--- src/rtl/cfg_loader_pkg.sv ---
// Shared definitions for the config loader and the latch-bank generator.
// The CHECK state exists only when CFG_CHECKSUM_EN is defined.
package cfg_loader_pkg;

  localparam int CFG_WORD_W    = 32;
  localparam int CFG_NUM_WORDS = 43;
  localparam int CFG_CNT_W     = $clog2(CFG_NUM_WORDS);

  typedef enum logic [2:0] {
    ST_IDLE   = 3'd0,
    ST_WAIT   = 3'd1,
    ST_SETUP  = 3'd2,
    ST_STROBE = 3'd3,
    ST_HOLD   = 3'd4,
`ifdef CFG_CHECKSUM_EN
    ST_CHECK  = 3'd5,
`endif
    ST_DONE   = 3'd6
  } cfg_ld_state_t;

endpackage

--- src/rtl/configs_loader.sv ---
// Sequencer between the config bitstream source and the configs_latches bank.
// Each accepted word is presented on io_d_out for a full cycle before and
// after its one-hot enable pulse, so every latch word is written exactly once.
// Optional feature macro: CFG_CHECKSUM_EN adds a trailing checksum word, a
// modulo-2^WORD_W running sum register and the io_err output.
module configs_loader
  import cfg_loader_pkg::*;
#(
  parameter int WORD_W    = CFG_WORD_W,
  parameter int NUM_WORDS = CFG_NUM_WORDS,
  parameter int CNT_W     = CFG_CNT_W
) (
  input  logic                 clk,
  input  logic                 reset,
  input  logic                 io_start,
  input  logic                 io_abort,
  input  logic [WORD_W-1:0]    io_word_in,
  input  logic                 io_word_valid,
  output logic                 io_word_ready,
  output logic [WORD_W-1:0]    io_d_out,
  output logic [NUM_WORDS-1:0] io_configs_en,
  output logic                 io_busy,
  output logic                 io_done
`ifdef CFG_CHECKSUM_EN
  ,
  output logic                 io_err
`endif
);

  cfg_ld_state_t          state_q, state_d;
  logic [CNT_W-1:0]       index_q, index_d;
  logic [WORD_W-1:0]      d_out_q, d_out_d;
  logic [NUM_WORDS-1:0]   en_q, en_d;
`ifdef CFG_CHECKSUM_EN
  logic [WORD_W-1:0]      sum_q, sum_d;
  logic                   err_q, err_d;
`endif

  logic                   idle_or_done;
  logic                   word_ready;
  logic                   accept;
  logic                   last_word;
  logic [NUM_WORDS-1:0]   onehot;

  assign idle_or_done = (state_q == ST_IDLE) || (state_q == ST_DONE);
  // Abort takes priority, so no word is consumed in the cycle it is raised.
`ifdef CFG_CHECKSUM_EN
  assign word_ready = ((state_q == ST_WAIT) || (state_q == ST_CHECK)) && !io_abort;
`else
  assign word_ready = (state_q == ST_WAIT) && !io_abort;
`endif
  assign accept     = io_word_valid && word_ready;
  assign last_word  = (index_q == CNT_W'(NUM_WORDS - 1));
  assign onehot     = {{(NUM_WORDS-1){1'b0}}, 1'b1} << index_q;

  // State and datapath registers.
  // NOTE: sequential state uses non-blocking assignments so every flop samples
  // values from before the edge, independent of statement order.
  always_ff @(posedge clk or negedge reset) begin
    if (!reset) begin
      state_q <= ST_IDLE;
      index_q <= '0;
      d_out_q <= '0;
      en_q    <= '0;
`ifdef CFG_CHECKSUM_EN
      sum_q   <= '0;
      err_q   <= 1'b0;
`endif
    end else begin
      state_q <= state_d;
      index_q <= index_d;
      d_out_q <= d_out_d;
      en_q    <= en_d;
`ifdef CFG_CHECKSUM_EN
      sum_q   <= sum_d;
      err_q   <= err_d;
`endif
    end
  end

  // Next-state logic; abort returns to IDLE from anywhere.
  // NOTE: every combinational output gets a default first so no path can
  // leave it unassigned and infer a latch.
  always_comb begin
    state_d = state_q;
    if (io_abort) begin
      state_d = ST_IDLE;
    end else begin
      case (state_q)
        ST_IDLE, ST_DONE: if (io_start) state_d = ST_WAIT;
        ST_WAIT:          if (accept)   state_d = ST_SETUP;
        ST_SETUP:         state_d = ST_STROBE;
        ST_STROBE:        state_d = ST_HOLD;
`ifdef CFG_CHECKSUM_EN
        ST_HOLD:          state_d = last_word ? ST_CHECK : ST_WAIT;
        ST_CHECK:         if (accept)   state_d = ST_DONE;
`else
        ST_HOLD:          state_d = last_word ? ST_DONE : ST_WAIT;
`endif
        default:          state_d = ST_IDLE;
      endcase
    end
  end

  // Datapath next values; the enable is decoded from the next state so the
  // pulse comes straight out of a flop and is glitch-free.
  always_comb begin
    index_d = index_q;
    d_out_d = d_out_q;
    en_d    = '0;
`ifdef CFG_CHECKSUM_EN
    sum_d   = sum_q;
    err_d   = err_q;
`endif
    if (!io_abort && idle_or_done && io_start) begin
      index_d = '0;
`ifdef CFG_CHECKSUM_EN
      sum_d   = '0;
      err_d   = 1'b0;
`endif
    end
    if ((state_q == ST_WAIT) && accept) begin
      d_out_d = io_word_in;
`ifdef CFG_CHECKSUM_EN
      sum_d   = sum_q + io_word_in;
`endif
    end
    // Index stops at the last word instead of wrapping.
    if (!io_abort && (state_q == ST_HOLD) && !last_word) begin
      index_d = index_q + CNT_W'(1);
    end
`ifdef CFG_CHECKSUM_EN
    if ((state_q == ST_CHECK) && accept) begin
      err_d = (io_word_in != sum_q);
    end
`endif
    if (state_d == ST_STROBE) begin
      en_d = onehot;
    end
  end

  assign io_word_ready = word_ready;
  assign io_d_out      = d_out_q;
  assign io_configs_en = en_q;
  assign io_busy       = !idle_or_done;
  assign io_done       = (state_q == ST_DONE);
`ifdef CFG_CHECKSUM_EN
  assign io_err        = err_q;
`endif

endmodule

--- config.mk ---
export PLATFORM = sky130hd
export DESIGN_NAME = configs_loader
export DESIGN_NICKNAME = d
export VERILOG_FILES = /design/src/rtl/cfg_loader_pkg.sv /design/src/rtl/configs_loader.sv
export SDC_FILE = /design/constraint.sdc
export NUM_CORES = 1
export LEC_CHECK = 0
export BUFFER_PORTS_ARGS = -buffer_cell sky130_fd_sc_hd__buf_4
export CAP_MARGIN = 20
export CORE_ASPECT_RATIO = 1.4
export CORE_MARGIN = 2
export CORE_UTILIZATION = 45
export CTS_BUF_LIST = sky130_fd_sc_hd__clkbuf_16
export DETAILED_ROUTE_END_ITERATION = 12
export HOLD_SLACK_MARGIN = 0.05
export PLACE_DENSITY = 0.82
export SYNTH_ARGS = -nofsm -noshare
export SYNTH_HDL_FRONTEND = slang
export SYNTH_SLANG_ARGS = --single-unit
--- constraint.sdc ---
create_clock -name clk -period 1.72 [get_ports clk]
set_clock_uncertainty 0.05 [all_clocks]
set_input_delay 0.43 -clock clk [delete_from_list [all_inputs] [get_ports clk]]
set_output_delay 0.43 -clock clk [all_outputs]
set_load 0.1 [all_outputs]
Yosys cells after proc, flatten, opt, wreduce, memory -nomap -nowiden
Index checks and enable logic that the tools add are counted.

word-level totals
  bits in registers = 84
  word-level logic and storage cells = 35
  input port bits = 37

operators by class
  add/sub/neg operators = 1
  equal/unequal tests = 7
  reduce and logical (&&, ||, !) cells = 14
  muxes and demuxes = 8
  shift-type cells = 1

operators with widths
  operator                                             number
  2-to-1 mux 43 bit                                    1
  << shifter 1 x 6 -> 43 bit, first input constant     1
  one-hot mux 3 bit (5 select lines)                   1
  2-to-1 mux 3 bit                                     4
  2-to-1 mux 6 bit                                     2
  equality test 3 x 2 -> 1 bit, second input constant  3
  logical AND 1 bit                                    7
  adder 6 x 1 -> 6 bit, second input constant          1
  equality test 3 bit, second input constant           2
  equality test 6 bit, second input constant           1
  equality test 3 x 1 -> 1 bit, second input constant  1
  logical NOT 1 bit                                    3
  logical NOT 3 bit                                    1
  nonzero test 2 bit                                   1
  OR reduction 2 bit                                   1
  logical OR 1 bit                                     1

Depth between registers and ports, before layout
Gate-level depths: netlist of the first run.

  depth in word-level cells = 8
  mapped depth = 6
  mapped depth without buffers = 6

Worst setup path before layout of the first run
OpenSTA, ideal clock, no wires.

  path kind = input-to-reg
  start point = in io_abort
  end point = reg d_out_q[3] (netlist: io_d_out[3])
  arrival time = 3.773 ns
  path buffers = 2
  setup slack = -2.231 ns
  data required time = 1.542 ns
  stages = 5
  cells stage by stage = clkbuf_1 -> nor3_1 -> nand2_1 -> buf_2 -> mux2_1

between the ends
  word-level cells in the longest chain between the ends = 4

ends and longest elaborated chain
  element               RTL line               text
  from (decl)           configs_loader.sv:16   input logic io_abort,
  logical NOT 1 bit     configs_loader.sv:50   assign word_ready = (state_q == ST_WAIT) && !io_abort;
  logical AND 1 bit     configs_loader.sv:50
  net io_word_ready     configs_loader.sv:19   output logic io_word_ready,
  logical AND 1 bit     configs_loader.sv:52   assign accept = io_word_valid && word_ready;
  logical AND 1 bit     configs_loader.sv:122  if ((state_q == ST_WAIT) && accept) begin
  to (signal assigned)  configs_loader.sv:72   d_out_q <= d_out_d;
  to (decl)             configs_loader.sv:32   logic [WORD_W-1:0] d_out_q, d_out_d;

The timed path passes the listed nets, and every way through them passes these cells.
A chain may end at the register's enable or synchronous reset.

Worst setup path in the final report of the first run
  start point = reg state_q[0]
  end point = out io_word_ready

between the ends
  word-level cells in the longest chain between the ends = 2

ends and longest elaborated chain
  element                       RTL line              text
  from (decl)                   configs_loader.sv:30  cfg_ld_state_t state_q, state_d;
  from (signal assigned)        configs_loader.sv:70  state_q <= state_d;
  equality test 3 x 1 -> 1 bit  configs_loader.sv:50
  logical AND 1 bit             configs_loader.sv:50
  to (decl)                     configs_loader.sv:19

No other way between the ends.

==> impl_metrics.yaml, run 1 <==
synth:
  post-synth-top-count-cell: "dfrtp_1"
  synth_top_area_share_pct: 64.0
  synth_top_cell_by_area: "dfrtp_1"
  async_flop_share_pct: 100
  synth_edf_count: 0
  ys_types: 38
  yosys_warnings: 0
  ys_seq_area_share_pct: 64.0
  ys_ff_latch: 84
  yosys_most_used_dff: "dfrtp_1"
  yosys-top-cells-area: "dfrtp_1 64%, mux2_2 11%, nor2_1 5.1%"
  postSynthAreaPerCell_sq_um: 12.6
  synth_common_cells: "84 x dfrtp_1, 45 x nor2_1, 32 x mux2_2"
  synth_nets: 303
  synthCells: 260
  synth_area_sq_um: 3280
worst_setup_path:
  critical_path_class: "flip-flop to output port"
  path_max_fanout: 4
  cp-start-kind: "flip-flop"
  r2r_cells: 4
  path_cells: "buf_6, nand2b_4, nor3_4, buf_12"
  cpMaxStageDelayCell: "dfrtp_2"
  crit_required_ns: 1.24
  cp.depth: 4
  critPathBufInv: 2
  cp-end-kind: "output port"
  cpPeakStageDelay_ns: 0.43
  cp.arrival_ns: 1.34
  path_delay_family: "flip-flops"
timing:
  finalSetupTns_ns: -0.910
  finalMaxSlewViolations: 0
  finalSetupViolCount: 39
  rsz0062_at_grt: "yes"
  holdWs_ns: 0.281
  fin_crit_sh_pct: 106
  period_minus_slack_ns: 1.82
  relSlewSlack_pct: 68.5
  max_freq_mhz: 550
  setup_ws_ns: -0.0994
  hold_viol: 0
  tightest_slew_ns: 0.468
clocking:
  cts_buffers: 9
  cts.clk_slew.worst_paths_ns: 0.06
  cts.path.max_buffers: 2
  clock_latency_ns: 0.33
  cts_tree: "yes"
  clockRootBuffer: "clkbuf_16"
  clkSinkCount: 84
  ctsHtreeMaxLevel: 3
power_and_ir_drop:
  powerDensity_nw_per_um2: 1500
  ir_drop_v: 0.000931
  leakage_nw: 2.43
  power_mw: 7.47
global_routing:
  grt_pass1_vias: 2746
  track_usage_pct: 22.5
  gr-total-overflow: 0
  grt_max_degree: 35
  met3_usage_pct: 5.96
  grt_busiest_layer: "met2"
  grt_pass1_wl_mm: 13.9
  antenna_found_initial: 0
  use_met1_pct: 22.0
  grtUsageMet2_pct: 43.7
cells_and_area:
  layout-drive-gt1-share_pct: 53.3
  fin_util_pct: 70.9
  area_growth_pct: 51.7
  multi_input_area_sq_um: 1240
  fin_nets: 452
  fillers: 446
  postLayoutCellArea_sq_um: 4980
  final_cells: 508
  final-seq-area_sq_um: 2100
  diodes: 0
worst_hold_path:
  hold_path.class: "input port to flip-flop"
  min_delay_path_depth: 2
drt:
  drc: 0
  firstDrtPassIters: 4
  detail-route-antenna-nets: 0
  drt_iter0_markers: 85
  post_drt_via_cell_ratio: 5.11
  vias: 2594
  wl_per_cell_microns: 17.1
  routed_wl_mm: 8.71
die:
  rows: 36
  die_h_microns: 105
  die_area_sq_um: 8000
  die_x_microns: 76.2
  io_pins: 115
  core_area_sq_um: 7030
  initial_core_util_pct: 46.7
flow_run:
  cap_violations: 0
run_status:
  violations: "setup timing"
  run_status: "finished with violations"
placed_design:
  gp_congestion: 0.845
  port_buffers: 114
  placed_cells: 481
  dpl_cell_area_sq_um: 4450
  hpwl_mm: 6.11
  dpl_worst_slack_ns: -0.157
[final timing paths]
kind	endpoint	from	slack [ns]
worst max-delay path	io_word_ready	state_q[0]	-0.1
worst min-delay path	io_d_out[17]	io_word_in[17]	0.28
worst max register to register	io_configs_en[4]	state_q[0]	-0.08
worst min register to register	io_d_out[14]	io_d_out[14]	0.45
max in group asynchronous	state_q[0]	reset	0.65
min in group asynchronous	io_d_out[5]	reset	0.49
[power breakdown]
| group | total, mW | leakage (nW) | switching, mW | internal, mW |
|---|---|---|---|---|
| registers | 2.42 | 1.10 | 0.159 | 2.26 |
| clock network | 1.82 | 0.140 | 0.713 | 1.10 |
| logic | 3.24 | 1.19 | 2.49 | 0.751 |
[logic make-up (layout without fill, tap and decap cells)]
kind of cell    count (synthesis)  count (layout)  share of synthesized area, %
compound gates                 17              17                          3.81
xor+xnor                        1               1                         0.267
fa+ha+maj                       6               6                          2.29
simple gates                  102             102                          15.9
buf+inv                        16             169                          2.10
mux                            34              34                          11.6
flops                          84              84                          64.0
[worst reg2reg max path, stage by stage (launching register included)]
cell	delay, ns
dfrtp_2	0.45
buf_6	0.14
or4b_4	0.52
or3_4	0.40
nor3_2	0.16
[state kept, by name, summed over array words and instances, names as in the netlist]
signal         flops
index_q            6
io_configs_en     43
state_q            3
io_d_out          32
[area by class of cell]
cell class	count	share of cell area, %
repair buffers	150	24.5
well taps	95	2.39
clock buffers	9	4.52
multi-input cells	160	24.9
inverters	4	0.301
flip-flops and latches	84	42.3
clock inverters	6	1.13
[cell usage in the layout (no fill, tap or decap), types with 4 or more instances in the layout]
master	count
buf_4	138
dfrtp_1	82
nor2_1	41
mux2_2	31
nand2_1	10
clkbuf_16	9
nand3b_1	8
nor3_1	6
ha_1	6
buf_12	6
nand3_1	5
buf_6	5
inv_1	4
nand2b_1	4
nor3_2	4
[per-layer routing]
layer	up-vias	wire length (microns)
met5	-	0
met4	0	212
met3	12	493
met2	105	5010
met1	1286	2990
li1	1191	-
[repair_timing]
item | in CTS | in global routing
pin swaps | 2 | 2
setup endpoints to repair | 4 | 16
hold buffers | 1 | 0
buffers inserted | 7 | 4
hold endpoints to repair | 20 | 0
resized for setup | 19 | 18
Note: power is estimated with default switching activity, not from simulation.
==> run 2, diff against run 1 <==
--- a/config.mk
+++ b/config.mk
@@ -9,11 +9,11 @@
 export CAP_MARGIN = 20
 export CORE_ASPECT_RATIO = 1.4
 export CORE_MARGIN = 2
-export CORE_UTILIZATION = 45
+export CORE_UTILIZATION = 30
 export CTS_BUF_LIST = sky130_fd_sc_hd__clkbuf_16
 export DETAILED_ROUTE_END_ITERATION = 12
 export HOLD_SLACK_MARGIN = 0.05
-export PLACE_DENSITY = 0.82
+export PLACE_DENSITY = 0.61
 export SYNTH_ARGS = -nofsm -noshare
 export SYNTH_HDL_FRONTEND = slang
 export SYNTH_SLANG_ARGS = --single-unit
==> impl_metrics.yaml, run 2 (same netlist as run 1, synthesis figures left out) <==
run_status:
  run_status: "finished with violations"
  violations: "setup timing"
cells_and_area:
  layout_common_cells: "140 x buf_4, 83 x dfrtp_1, 44 x nor2_1, 32 x mux2_2, 11 x nand2_1"
  layout-drive-gt1-share_pct: 52.4
  largest_reg_flops: 43
  fin_nets: 453
  layout_commonest_cell: "buf_4"
  postLayoutCellArea_sq_um: 5030
  area_growth_pct: 53.1
  diodes: 0
  fillers: 983
  fin_util_pct: 46.7
clocking:
  clock_latency_ns: 0.33
  ctsHtreeMaxLevel: 3
  cts_buffers: 9
  clkSinkCount: 84
  cts_tree: "yes"
  cts.path.max_buffers: 2
  cts.clk_slew.worst_paths_ns: 0.06
  clockRootBuffer: "clkbuf_16"
timing:
  hold_viol: 0
  setup_ws_ns: -0.0832
  fin_crit_sh_pct: 105
  tightest_slew_ns: 0.441
  rsz0062_at_grt: "yes"
  finalMaxSlewViolations: 0
  max_freq_mhz: 555
  period_minus_slack_ns: 1.80
  holdWs_ns: 0.287
  finalSetupViolCount: 12
  relSlewSlack_pct: 70.6
worst_setup_path:
  timing.rr.start: "state_q[0]"
  cpPeakStageDelay_ns: 0.44
  timing.rr.end: "io_configs_en[4]"
  path_delay_family: "flip-flops"
  cpMaxStageDelayCell: "dfrtp_2"
  r2r_slack_ns: -0.08
  cp-start-kind: "flip-flop"
  path_cells: "buf_6, xnor2_4, nand2b_4, buf_12"
  cp.arrival_ns: 1.32
  crit_required_ns: 1.24
  r2r_cells: 4
  path_max_fanout: 4
  cp-end-kind: "output port"
  critical_path_class: "flip-flop to output port"
  critPathLaunch: "state_q[1]"
  critPathBufInv: 2
flow_run:
  cap_violations: 0
drt:
  routed_wl_mm: 7.79
  firstDrtPassIters: 4
  drc: 0
  drt_iter0_markers: 88
  vias: 2483
  detail-route-antenna-nets: 0
  post_drt_via_cell_ratio: 4.47
  wl_per_cell_microns: 14.0
worst_hold_path:
  hold_end: "io_d_out[29]"
  hold_path.class: "input port to flip-flop"
  hp-start: "io_word_in[29]"
  min_delay_path_depth: 2
placed_design:
  gp_congestion: 0.863
  hpwl_mm: 5.88
  dpl_cell_area_sq_um: 4510
  port_buffers: 114
die:
  die_x_microns: 92.4
  die_area_sq_um: 11800
  initial_core_util_pct: 30.5
  die_h_microns: 128
  io_pins: 115
  rows: 45
  core_area_sq_um: 10800
power_and_ir_drop:
  power_mw: 7.54
  ir_drop_v: 0.000456
  leakage_nw: 2.43
  powerDensity_nw_per_um2: 1500
global_routing:
  grtUsageMet2_pct: 23.8
  gr-total-overflow: 0
  track_usage_pct: 13.3
  use_met1_pct: 14.8
  met3_usage_pct: 3.17
  antenna_found_initial: 0
  grt_pass1_vias: 2465
  grt_busiest_layer: "met2"
  grt_pass1_wl_mm: 12.1
  grt_max_degree: 36
-- run 2: cell count changes in the layout (fill, tap and decap cells not counted), sizes merged --
cell / previous run / this run
buf: 149 / 150
clkinv: 5 / 2
inv: 4 / 5
bufinv: 1 / 2
clkinvlp: 0 / 1
-- run 2: layout make-up --
class | instances | area [sq um] | share of cell area [%]
flip-flops and latches | 84 | 2100 | 41.8
repair buffers | 151 | 1220 | 24.2
multi-input cells | 160 | 1210 | 24.0
clock buffers | 9 | 225 | 4.48
well taps | 141 | 176 | 3.51
clock inverters | 6 | 81.3 | 1.62
inverters | 4 | 15.0 | 0.299
-- run 2: per-layer routing --
layer  routed length [microns]  vias up
li1                          -     1188
met3                       438        8
met1                      2950     1214
met2                      4290       73
met5                         0        -
met4                       110        0
-- run 2: worst max path at each step --
stage                     slack (ns)          endpoint  cells after the start
after global placement         -0.13  io_configs_en[4]                      4
final                          -0.08           io_busy                      4
after global routing           -0.15     io_word_ready                      3
after floorplan                -0.50      io_d_out[11]                      5
after CTS                      -0.10     io_word_ready                      3
after detailed placement       -0.15  io_configs_en[4]                      4
-- run 2: where the power goes --
group	total, mW	leakage (nW)	internal (mW)	switching (mW)
combinational	3.19	1.17	0.736	2.45
clock	1.95	0.152	1.25	0.704
sequential	2.40	1.11	2.26	0.138
-- run 2: metrics by stage --
step	std cells	setup slack, ns	setup TNS [ns]
finish	555	-0.0832	-0.659
global route	555	-0.145	-1.76
CTS	551	-0.102	-0.804
detailed placement	529	-0.146	-0.773
global placement	529	-0.134	-0.581
floorplan	260	-0.497	-15.35
-- run 2: what timing repair did --
item                                    CTS  global route
gates resized for setup                  20             8
hold buffers                              1             0
pin swaps                                 2             4
setup buffers                             6             4
endpoints found under the setup margin    5            23
cloned                                    0             0
endpoints found under the hold margin    32             0
